## src/rtl/uart_rx_pkg.sv

```systemverilog
// uart_rx_pkg: shared state type and constants for the UART receive controller.
// Parity support in the controller is compiled in with UART_RX_PARITY_EN.
package uart_rx_pkg;

    localparam int BIT_CNT_W      = 4;
    localparam int DEF_DATA_WIDTH = 8;

    localparam int PRESC_8  = 8;
    localparam int PRESC_16 = 16;
    localparam int PRESC_32 = 32;

    typedef enum logic [2:0] {
        IDLE,
        START,
        DATA,
        PARITY,
        STOP,
        DONE
    } rx_state_e;

endpackage

```

## src/rtl/edge_bit_counter.sv

```systemverilog
// edge_bit_counter: oversampling edge counter and bit-position counter.
// bit_end marks the last oversampling edge of the current bit.
module edge_bit_counter
    import uart_rx_pkg::*;
#(
    parameter int PRESC_W = 6
)
(
    input  logic                 CLK,
    input  logic                 RST,
    input  logic                 i_enable,
    input  logic                 i_clear,
    input  logic                 i_bit_hold,
    input  logic [PRESC_W-1:0]   i_presc,
    output logic [PRESC_W-1:0]   o_edge_count,
    output logic [BIT_CNT_W-1:0] o_bit_count,
    output logic                 o_bit_end
);

    logic [PRESC_W-1:0]   r_edge;
    logic [BIT_CNT_W-1:0] r_bit;
    logic                 w_bit_end;

    assign w_bit_end    = i_enable && (r_edge == i_presc - PRESC_W'(1));
    assign o_edge_count = r_edge;
    assign o_bit_count  = r_bit;
    assign o_bit_end    = w_bit_end;

    // Edge counter wraps at bit end; bit counter advances unless held.
    always_ff @(posedge CLK or negedge RST) begin
        if (!RST) begin
            r_edge <= '0;
            r_bit  <= '0;
        end else if (i_clear) begin
            r_edge <= '0;
            r_bit  <= '0;
        end else if (i_enable) begin
            if (w_bit_end) begin
                r_edge <= '0;
                if (!i_bit_hold) begin
                    r_bit <= r_bit + BIT_CNT_W'(1);
                end
            end else begin
                r_edge <= r_edge + PRESC_W'(1);
            end
        end
    end

endmodule

```

## src/rtl/uart_rx_ctrl.sv

```systemverilog
// uart_rx_ctrl: UART receive frame sequencer, bit checks and strobes.
// Define UART_RX_PARITY_EN to add PAR_EN/PAR_TYP, the PARITY state and par_err.
module uart_rx_ctrl
    import uart_rx_pkg::*;
#(
    parameter int DATA_WIDTH = DEF_DATA_WIDTH,
    parameter int PRESC_W    = 6
)
(
    input  logic                 CLK,
    input  logic                 RST,
    input  logic                 RX_IN,
    input  logic [PRESC_W-1:0]   Prescale,
`ifdef UART_RX_PARITY_EN
    input  logic                 PAR_EN,
    input  logic                 PAR_TYP,
`endif
    input  logic                 Sampled_Bit,
    output logic                 data_samp_en,
    output logic [PRESC_W-1:0]   edge_count,
    output logic [BIT_CNT_W-1:0] bit_count,
    output logic                 deser_en,
    output logic                 data_valid,
    output logic                 par_err,
    output logic                 stp_err
);

    rx_state_e          r_state;
    rx_state_e          w_next;
    logic [PRESC_W-1:0] r_presc;

    logic w_bit_end;
    logic w_busy;
    logic w_next_busy;
    logic w_start;
    logic w_hold;
    logic w_last_data;
    logic w_pre_end;
    logic w_stp_bad;

    logic r_samp_en;
    logic r_deser_en;
    logic r_data_valid;
    logic r_stp_err;
    logic r_ferr;

`ifdef UART_RX_PARITY_EN
    logic r_acc;
    logic r_par_err;
    logic w_par_bad;

    assign w_par_bad = Sampled_Bit != (r_acc ^ PAR_TYP);
    assign par_err   = r_par_err;
`else
    assign par_err   = 1'b0;
`endif

    assign w_busy      = r_state inside {START, DATA, PARITY, STOP};
    assign w_next_busy = w_next inside {START, DATA, PARITY, STOP};
    assign w_start     = (r_state inside {IDLE, DONE}) && !RX_IN;
    assign w_last_data = bit_count == BIT_CNT_W'(DATA_WIDTH);
    assign w_stp_bad   = !Sampled_Bit;
    assign w_hold      = w_bit_end &&
                         ((r_state == START && Sampled_Bit) ||
                          r_state == STOP);
    // deser_en is registered one edge early so it lands on the bit end.
    assign w_pre_end   = (r_state == DATA) &&
                         (edge_count == r_presc - PRESC_W'(2));

    assign data_samp_en = r_samp_en;
    assign deser_en     = r_deser_en;
    assign data_valid   = r_data_valid;
    assign stp_err      = r_stp_err;

    edge_bit_counter #(
        .PRESC_W      (PRESC_W)
    ) u_cnt (
        .CLK          (CLK),
        .RST          (RST),
        .i_enable     (w_busy),
        .i_clear      (!w_busy),
        .i_bit_hold   (w_hold),
        .i_presc      (r_presc),
        .o_edge_count (edge_count),
        .o_bit_count  (bit_count),
        .o_bit_end    (w_bit_end)
    );

    // State register and prescale latch at each frame start.
    always_ff @(posedge CLK or negedge RST) begin
        if (!RST) begin
            r_state <= IDLE;
            r_presc <= PRESC_W'(PRESC_8);
        end else begin
            r_state <= w_next;
            if (w_start) begin
                r_presc <= Prescale;
            end
        end
    end

    // Next-state decode, advancing only on bit ends inside a frame.
    always_comb begin
        w_next = r_state;
        unique case (r_state)
            IDLE: begin
                if (!RX_IN) w_next = START;
            end
            START: begin
                if (w_bit_end) w_next = Sampled_Bit ? IDLE : DATA;
            end
            DATA: begin
                if (w_bit_end && w_last_data) begin
`ifdef UART_RX_PARITY_EN
                    w_next = PAR_EN ? PARITY : STOP;
`else
                    w_next = STOP;
`endif
                end
            end
            PARITY: begin
                if (w_bit_end) w_next = STOP;
            end
            STOP: begin
                if (w_bit_end) w_next = DONE;
            end
            DONE: begin
                w_next = RX_IN ? IDLE : START;
            end
            default: w_next = IDLE;
        endcase
    end

    // Registered enables, bit checks, error flag and strobes.
    always_ff @(posedge CLK or negedge RST) begin
        if (!RST) begin
            r_samp_en    <= 1'b0;
            r_deser_en   <= 1'b0;
            r_data_valid <= 1'b0;
            r_stp_err    <= 1'b0;
            r_ferr       <= 1'b0;
`ifdef UART_RX_PARITY_EN
            r_acc        <= 1'b0;
            r_par_err    <= 1'b0;
`endif
        end else begin
            r_samp_en    <= w_next_busy;
            r_deser_en   <= w_pre_end;
            r_data_valid <= 1'b0;
            r_stp_err    <= 1'b0;
`ifdef UART_RX_PARITY_EN
            r_par_err    <= 1'b0;
            if (r_state == DATA && w_bit_end) begin
                r_acc <= r_acc ^ Sampled_Bit;
            end
            if (r_state == PARITY && w_bit_end && w_par_bad) begin
                r_par_err <= 1'b1;
                r_ferr    <= 1'b1;
            end
            if (r_state == DONE) begin
                r_acc <= 1'b0;
            end
`endif
            if (r_state == STOP && w_bit_end) begin
                if (w_stp_bad) begin
                    r_stp_err <= 1'b1;
                    r_ferr    <= 1'b1;
                end else if (!r_ferr) begin
                    r_deser_en   <= 1'b1;
                    r_data_valid <= 1'b1;
                end
            end
            if (r_state == DONE) begin
                r_ferr <= 1'b0;
            end
        end
    end

endmodule

```

## config.mk

```make
export PLATFORM = sky130hd
export DESIGN_NAME = uart_rx_ctrl
export DESIGN_NICKNAME = d
export VERILOG_FILES = /design/src/rtl/uart_rx_pkg.sv /design/src/rtl/edge_bit_counter.sv /design/src/rtl/uart_rx_ctrl.sv
export SDC_FILE = /design/constraint.sdc
export NUM_CORES = 1
export LEC_CHECK = 0
export CORE_MARGIN = 3
export CORE_UTILIZATION = 35
export DETAILED_ROUTE_END_ITERATION = 7
export HOLD_SLACK_MARGIN = 0.05
export PLACE_DENSITY = 0.54
export SYNTH_ARGS = -nofsm -noshare
export SYNTH_HDL_FRONTEND = slang
export SYNTH_SLANG_ARGS = --single-unit
```

## constraint.sdc

```tcl
create_clock -name CLK -period 2.2 [get_ports CLK]
set_input_delay 0.55 -clock CLK [delete_from_list [all_inputs] [get_ports CLK]]
set_output_delay 0.55 -clock CLK [all_outputs]
set_load 0.01 [all_outputs]
```

# --- Yosys cells after proc, flatten, opt, wreduce, memory -nomap -nowiden ---
# Cells that the tools add are included.
word_totals:
  ff_bits: 24
  latch_bits: 0
  ram_bits: 0
  rom_bits: 0
  in_bits: 10
  out_inout_bits: 15
  wordCells: 68
  n_memories: 0
classes:
  addsub: 4
  mul: 0
  div: 0
  order_cmp: 0
  eq_ne: 15
  n_shift: 0
  muxes: 24
  bitwise: 0
  n_reduce_logical: 16
ops:
  columns: ["cell", "count"]
  rows:
  - ["3-bit one-hot mux with 6 select lines", 1]
  - ["3-bit 2-to-1 mux", 5]
  - ["3-bit by 2-bit equality test with 1-bit output, second input constant", 4]
  - ["6-bit equality test", 2]
  - ["1-bit 2-to-1 mux", 12]
  - ["4-bit 2-to-1 mux", 3]
  - ["6-bit 2-to-1 mux", 2]
  - ["3-bit equality test, second input constant", 3]
  - ["4-bit nonzero test", 2]
  - ["1-bit logical AND", 7]
  - ["6-bit by 1-bit adder with 6-bit output, second input constant", 1]
  - ["3-bit by 1-bit equality test with 1-bit output, second input constant", 2]
  - ["6-bit by 1-bit subtractor with 6-bit output, second input constant", 1]
  - ["6-bit by 2-bit subtractor with 6-bit output, second input constant", 1]
  - ["4-bit by 1-bit adder with 4-bit output, second input constant", 1]
  - ["4-bit equality test, second input constant", 1]
  - ["2-bit != test, second input constant", 2]
  - ["2-bit AND reduction", 2]
  - ["2-bit nonzero test", 2]
  - ["3-bit logical NOT", 1]
  - ["2-bit 2-to-1 mux", 1]
  - ["2-bit by 1-bit != test with 1-bit output, second input constant", 1]
  - ["1-bit logical NOT", 1]
  - ["1-bit logical OR", 1]

# --- Longest topological paths before layout ---
logic_depth:
  ltp_word: 8
  ltp_mapped: 7
  mapped_depth_nobuf: 7

# --- Cells and area by module ---
# Synthesis repeated with hierarchy kept, for this count alone.
hier_totals:
  hier_cells: 153
  area_unflattened_um2: 1507.7
by_module_without_submodules:
  columns: ["mod", "n_inst", "cells_per_inst", "area_per_inst_um2", "seq_area_each_um2"]
  rows:
  - ["uart_rx_ctrl", 1, 72, 798.3, 351.6]
  - ["edge_bit_counter", 1, 81, 709.4, 250.2]

# --- Least setup slack after synthesis ---
# OpenSTA, ideal clock, no wires.
synth_timing:
  path_type: "register to register"
  from: "register r_presc[2]"
  to: "register u_cnt.r_bit[3], in the netlist u_cnt.o_bit_count[3]"
  setup_ps: 78
  t_arrival_ps: 1894
  t_required_ps: 2122
  slack_ps: 229
  path_stages_with_launch: 8
  n_path_buf: 0
  synth_period_minus_slack_ps: 1971
  path_cell_list: "dfrtp_1 inv_1 ha_1 a21boi_0 xnor2_1 o2111ai_2 or4_1 a21oi_1"
synth_between:
  elab_chain_cells: 6
  elab_cells_between_ends: 7
  classes_between: "1 x add/sub; 3 x eq/ne; 3 x reduce/logical"
synth_lines:
  columns: ["item", "line_no", "source"]
  rows:
  - ["start, declared", "uart_rx_ctrl.sv:30", "logic [PRESC_W-1:0] r_presc;"]
  - ["start signal, assigned", "uart_rx_ctrl.sv:93", "r_presc <= PRESC_W'(PRESC_8);"]
  - ["start signal, assigned", "uart_rx_ctrl.sv:97", "r_presc <= Prescale;"]
  - ["6-bit by 1-bit subtractor with 6-bit output *", "edge_bit_counter.sv:24", "assign w_bit_end = i_enable && (r_edge == i_presc - PRESC_W'(1));"]
  - ["6-bit equality test *", "edge_bit_counter.sv:24", null]
  - ["1-bit logical AND *", "edge_bit_counter.sv:24", null]
  - ["1-bit logical AND", "uart_rx_ctrl.sv:63", "assign w_hold = w_bit_end &&"]
  - ["2-bit != test (no source line)", null, null]
  - ["2-bit AND reduction (no source line) *", null, null]
  - ["end signal, assigned", "edge_bit_counter.sv:41", "r_bit <= r_bit + BIT_CNT_W'(1);"]
  - ["end, declared", "edge_bit_counter.sv:21", "logic [BIT_CNT_W-1:0] r_bit;"]
# Every way passes the cells marked *; elsewhere a longest branch is shown, timed or not.
# A chain may end at the register's enable or synchronous reset.

# --- Worst setup path in the final report ---
layout_timing:
  from: "register r_presc[0]"
  to: "register u_cnt.r_bit[3], in the netlist u_cnt.o_bit_count[3]"
# Same word-level chain as after synthesis.

==> flow_metrics.py <==
metrics = {
    "die": {
        "fp.dieH_um": 70.5,
        "core-area_um2": 3830,
        "boundaryPins": 25,
        "start_util_pct": 38.1,
        "fp-row-count": 22,
        "die_area_um2": 4980,
        "die_x_um": 70.5,
    },
    "job": {
        "max-cap-violations": 0,
    },
    "finish": {
        "multi_input_area_um2": 823,
        "stdcell_area_um2": 1870,
        "nFillCells": 351,
        "fin_util_pct": 48.9,
        "layout.nets": 194,
        "syn_to_final_growth_pct": 28.4,
        "antenna_cells": 0,
        "drive_gt1_share_pct": 17.5,
        "instances_no_fill": 225,
        "seqCellArea_um2": 602,
    },
    "min_path": {
        "hold_path_class": "flip-flop to flip-flop",
    },
    "detailed_routing": {
        "wl_per_cell_um": 15.2,
        "drt-total-wl_mm": 3.41,
        "vias_per_cell": 5.30,
        "ant_nets": 0,
        "drc": 0,
        "vias": 1192,
        "drt_iter0_markers": 73,
        "first_pass_iters": 4,
    },
    "placement": {
        "gp_congestion": 0.843,
        "dp.cells": 220,
        "dpl_worst_slack_ns": 0.0715,
        "dp.final_hpwl_mm": 2.56,
        "placed_cell_area_um2": 1800,
        "io_buffers": 23,
    },
    "logic_synthesis": {
        "yosysSeqAreaShare_pct": 41.3,
        "synth_most_common_cell": "dfrtp_1",
        "yosys_warnings": 0,
        "ys_top_cells_by_count": "23 x dfrtp_1, 11 x nor2_1, 9 x xor2_1",
        "synth_area_per_cell_um2": 10.1,
        "synth_top_cell_by_area": "dfrtp_1",
        "synthesis.nets": 160,
        "ys_top_cells_by_area": "dfrtp_1 39%, xor2_1 5.4%, ha_1 5.2%",
        "async_flop_share_pct": 100,
        "synth_edf_count": 0,
        "synthCells": 144,
        "synth_top_area_share_pct": 39.5,
        "synth_area_um2": 1460,
        "ys_seq_elements": 24,
        "synthDistinctLibCells": 46,
        "synthFlopType": "dfrtp_1",
    },
    "worst_setup_path": {
        "crit_type": "flip-flop to flip-flop",
        "critPathSlowestCell": "or4_1",
        "cp_top_family": "compound AO/OA/AOI/OAI gates",
        "cp.required_ns": 2.40,
        "critPathMaxStageDelay_ns": 0.53,
        "path_buf_inv": 1,
        "crit_path_start_kind": "flip-flop",
        "end_kind": "flip-flop",
        "crit_fanout": 5,
        "crit_path_cell_trace": "inv_1 -> ha_1 -> nand2_1 -> o31ai_1 -> o31ai_2 -> or4_1 -> a21oi_1",
        "cp.arrival_ns": 2.34,
    },
    "clocking": {
        "htree_num_levels": 1,
        "root_buffer": "clkbuf_8",
        "cts_tree": "done",
        "cts_inserted_buffers": 3,
        "clock-sinks": 24,
        "insertion_delay_ns": 0.27,
        "clock_path_buffers": 2,
        "clk_pin_slew_worst_paths_ns": 0.09,
        "cts_hold_buffers": 0,
    },
    "power_and_ir_drop": {
        "switching_share_pct": 20.4,
        "power.density_nw_per_um2": 414,
        "p_int_mw": 0.617,
        "p_leak_nw": 0.787,
        "finalPower_mw": 0.776,
        "p_comb_share_pct": 4.0,
        "clkPwrFrac_pct": 39.2,
        "p_sw_mw": 0.158,
        "pwr-share-seq_pct": 56.8,
        "vdd_drop_max_uv": 275,
    },
    "grt": {
        "first_global_vias": 1236,
        "track_usage_pct": 14.0,
        "antenna_found_initial": 0,
        "grt_max_degree": 25,
        "grt.overflow.total": 0,
        "grt_pass1_wl_mm": 5.67,
    },
    "timing": {
        "rsz0062_at_grt": "yes",
        "hold_violations": 0,
        "fmax_mhz": 466,
        "finClkSkew_ns": 0.00141,
        "post-route-min-period_ns": 2.15,
        "finalSetupViolations": 0,
        "fin_crit_sh_pct": 97.6,
        "setup_tns_ns": 0,
        "slew_viol_final": 0,
        "setup_ws_ns": 0.0519,
        "whs_ns": 0.535,
    },
    "outcome": {
        "outcome": "complete, no violations",
    },
}
[cell usage in the layout, fill, tap and decap left out, types with 4 or more instances in the layout]
| master | instances |
|---|---|
| dfrtp_1 | 23 |
| clkdlybuf4s50_1 | 23 |
| nor2_1 | 11 |
| buf_4 | 10 |
| xor2_1 | 9 |
| nand2_1 | 7 |
| xnor2_1 | 7 |
| nand3_1 | 7 |
| inv_1 | 6 |
| mux2_2 | 6 |
| ha_1 | 6 |
| o31ai_1 | 5 |
| nor3_1 | 5 |
| a21oi_1 | 5 |
| nand2b_1 | 4 |
| clkbuf_8 | 4 |
[metal layers]
| layer | part of all wire [%] | up-vias | GRT usage, % |
|---|---|---|---|
| met1 | 50 | 580 | 19.6 |
| met4 | 1.8 | 0 | 5.43 |
| met5 | 0 | - | 0 |
| met3 | 3.2 | 8 | 2.98 |
| met2 | 45 | 21 | 21.2 |
| li1 | - | 583 | - |
[layout make-up]
type,count,share of cell area (%)
multi-input combinational,109,44.0
sequential,24,32.2
inverter,7,1.40
tap,48,3.21
timing repair buffer,33,16.3
clock buffer,4,2.94
[power by group through the flow]
stage	registers, mW	clock network [mW]	logic, mW
after CTS	0.441	0.320	0.0317
final	0.441	0.304	0.0310
after global routing	0.441	0.335	0.0345
after floorplan	0.450	0	0.00335
after global placement	0.449	0	0.0313
after detailed placement	0.449	0	0.0316
[worst paths after layout]
path / endpoint / cells after the start / slack, ns / from
worst max-delay path: u_cnt.o_bit_count[3]$_DFFE_PN0P_ / 7 / 0.05 / r_presc[0]$_DFFE_PN0P_
worst min register to register: u_cnt.o_edge_count[0]$_DFF_PN0_ / 1 / 0.53 / u_cnt.o_edge_count[0]$_DFF_PN0_
worst min-delay path: u_cnt.o_edge_count[0]$_DFF_PN0_ / 1 / 0.53 / u_cnt.o_edge_count[0]$_DFF_PN0_
worst max register to register: u_cnt.o_bit_count[3]$_DFFE_PN0P_ / 7 / 0.05 / r_presc[0]$_DFFE_PN0P_
min in group asynchronous: r_presc[2]$_DFFE_PN0P_ / 2 / 0.64 / RST
max in group asynchronous: r_presc[3]$_DFFE_PN1P_ / 2 / 1.27 / RST
[worst reg2reg max path, delay by kind of cell, from the launching register on]
kind | cells | cell delay, ns
AOI/OAI and AO/OA | 3 | 0.70
adders and majority gates | 1 | 0.24
buffers and inverters | 1 | 0.08
DFF | 1 | 0.45
and+or+nand+nor | 2 | 0.61
[sequential cells by signal, summed over array words and instances (netlist names)]
| register | cells |
|---|---|
| stp_err | 1 |
| data_valid | 1 |
| r_presc | 6 |
| u_cnt.o_edge_count | 6 |
| u_cnt.o_bit_count | 4 |
| r_state | 3 |
| data_samp_en | 1 |
| deser_en | 1 |
| r_ferr | 1 |
[cells by family after synthesis]
| kind of cell | count (synthesis) | synth area share (%) |
|---|---|---|
| and+or+nand+nor | 47 | 17.6 |
| AOI/OAI and AO/OA | 31 | 16.6 |
| DFF | 24 | 41.3 |
| xor gates and xnor gates | 18 | 11.3 |
| buffers and inverters | 11 | 3.18 |
| adders and majority gates | 6 | 5.15 |
| muxes | 6 | 4.63 |
| other | 1 | 0.257 |
[timing repair]
item,in CTS,in global routing
setup buffers,0,1
setup endpoints to repair,0,4
resized for setup,0,4
hold endpoints to repair,0,0
Power figures use the tool's default switching activity.
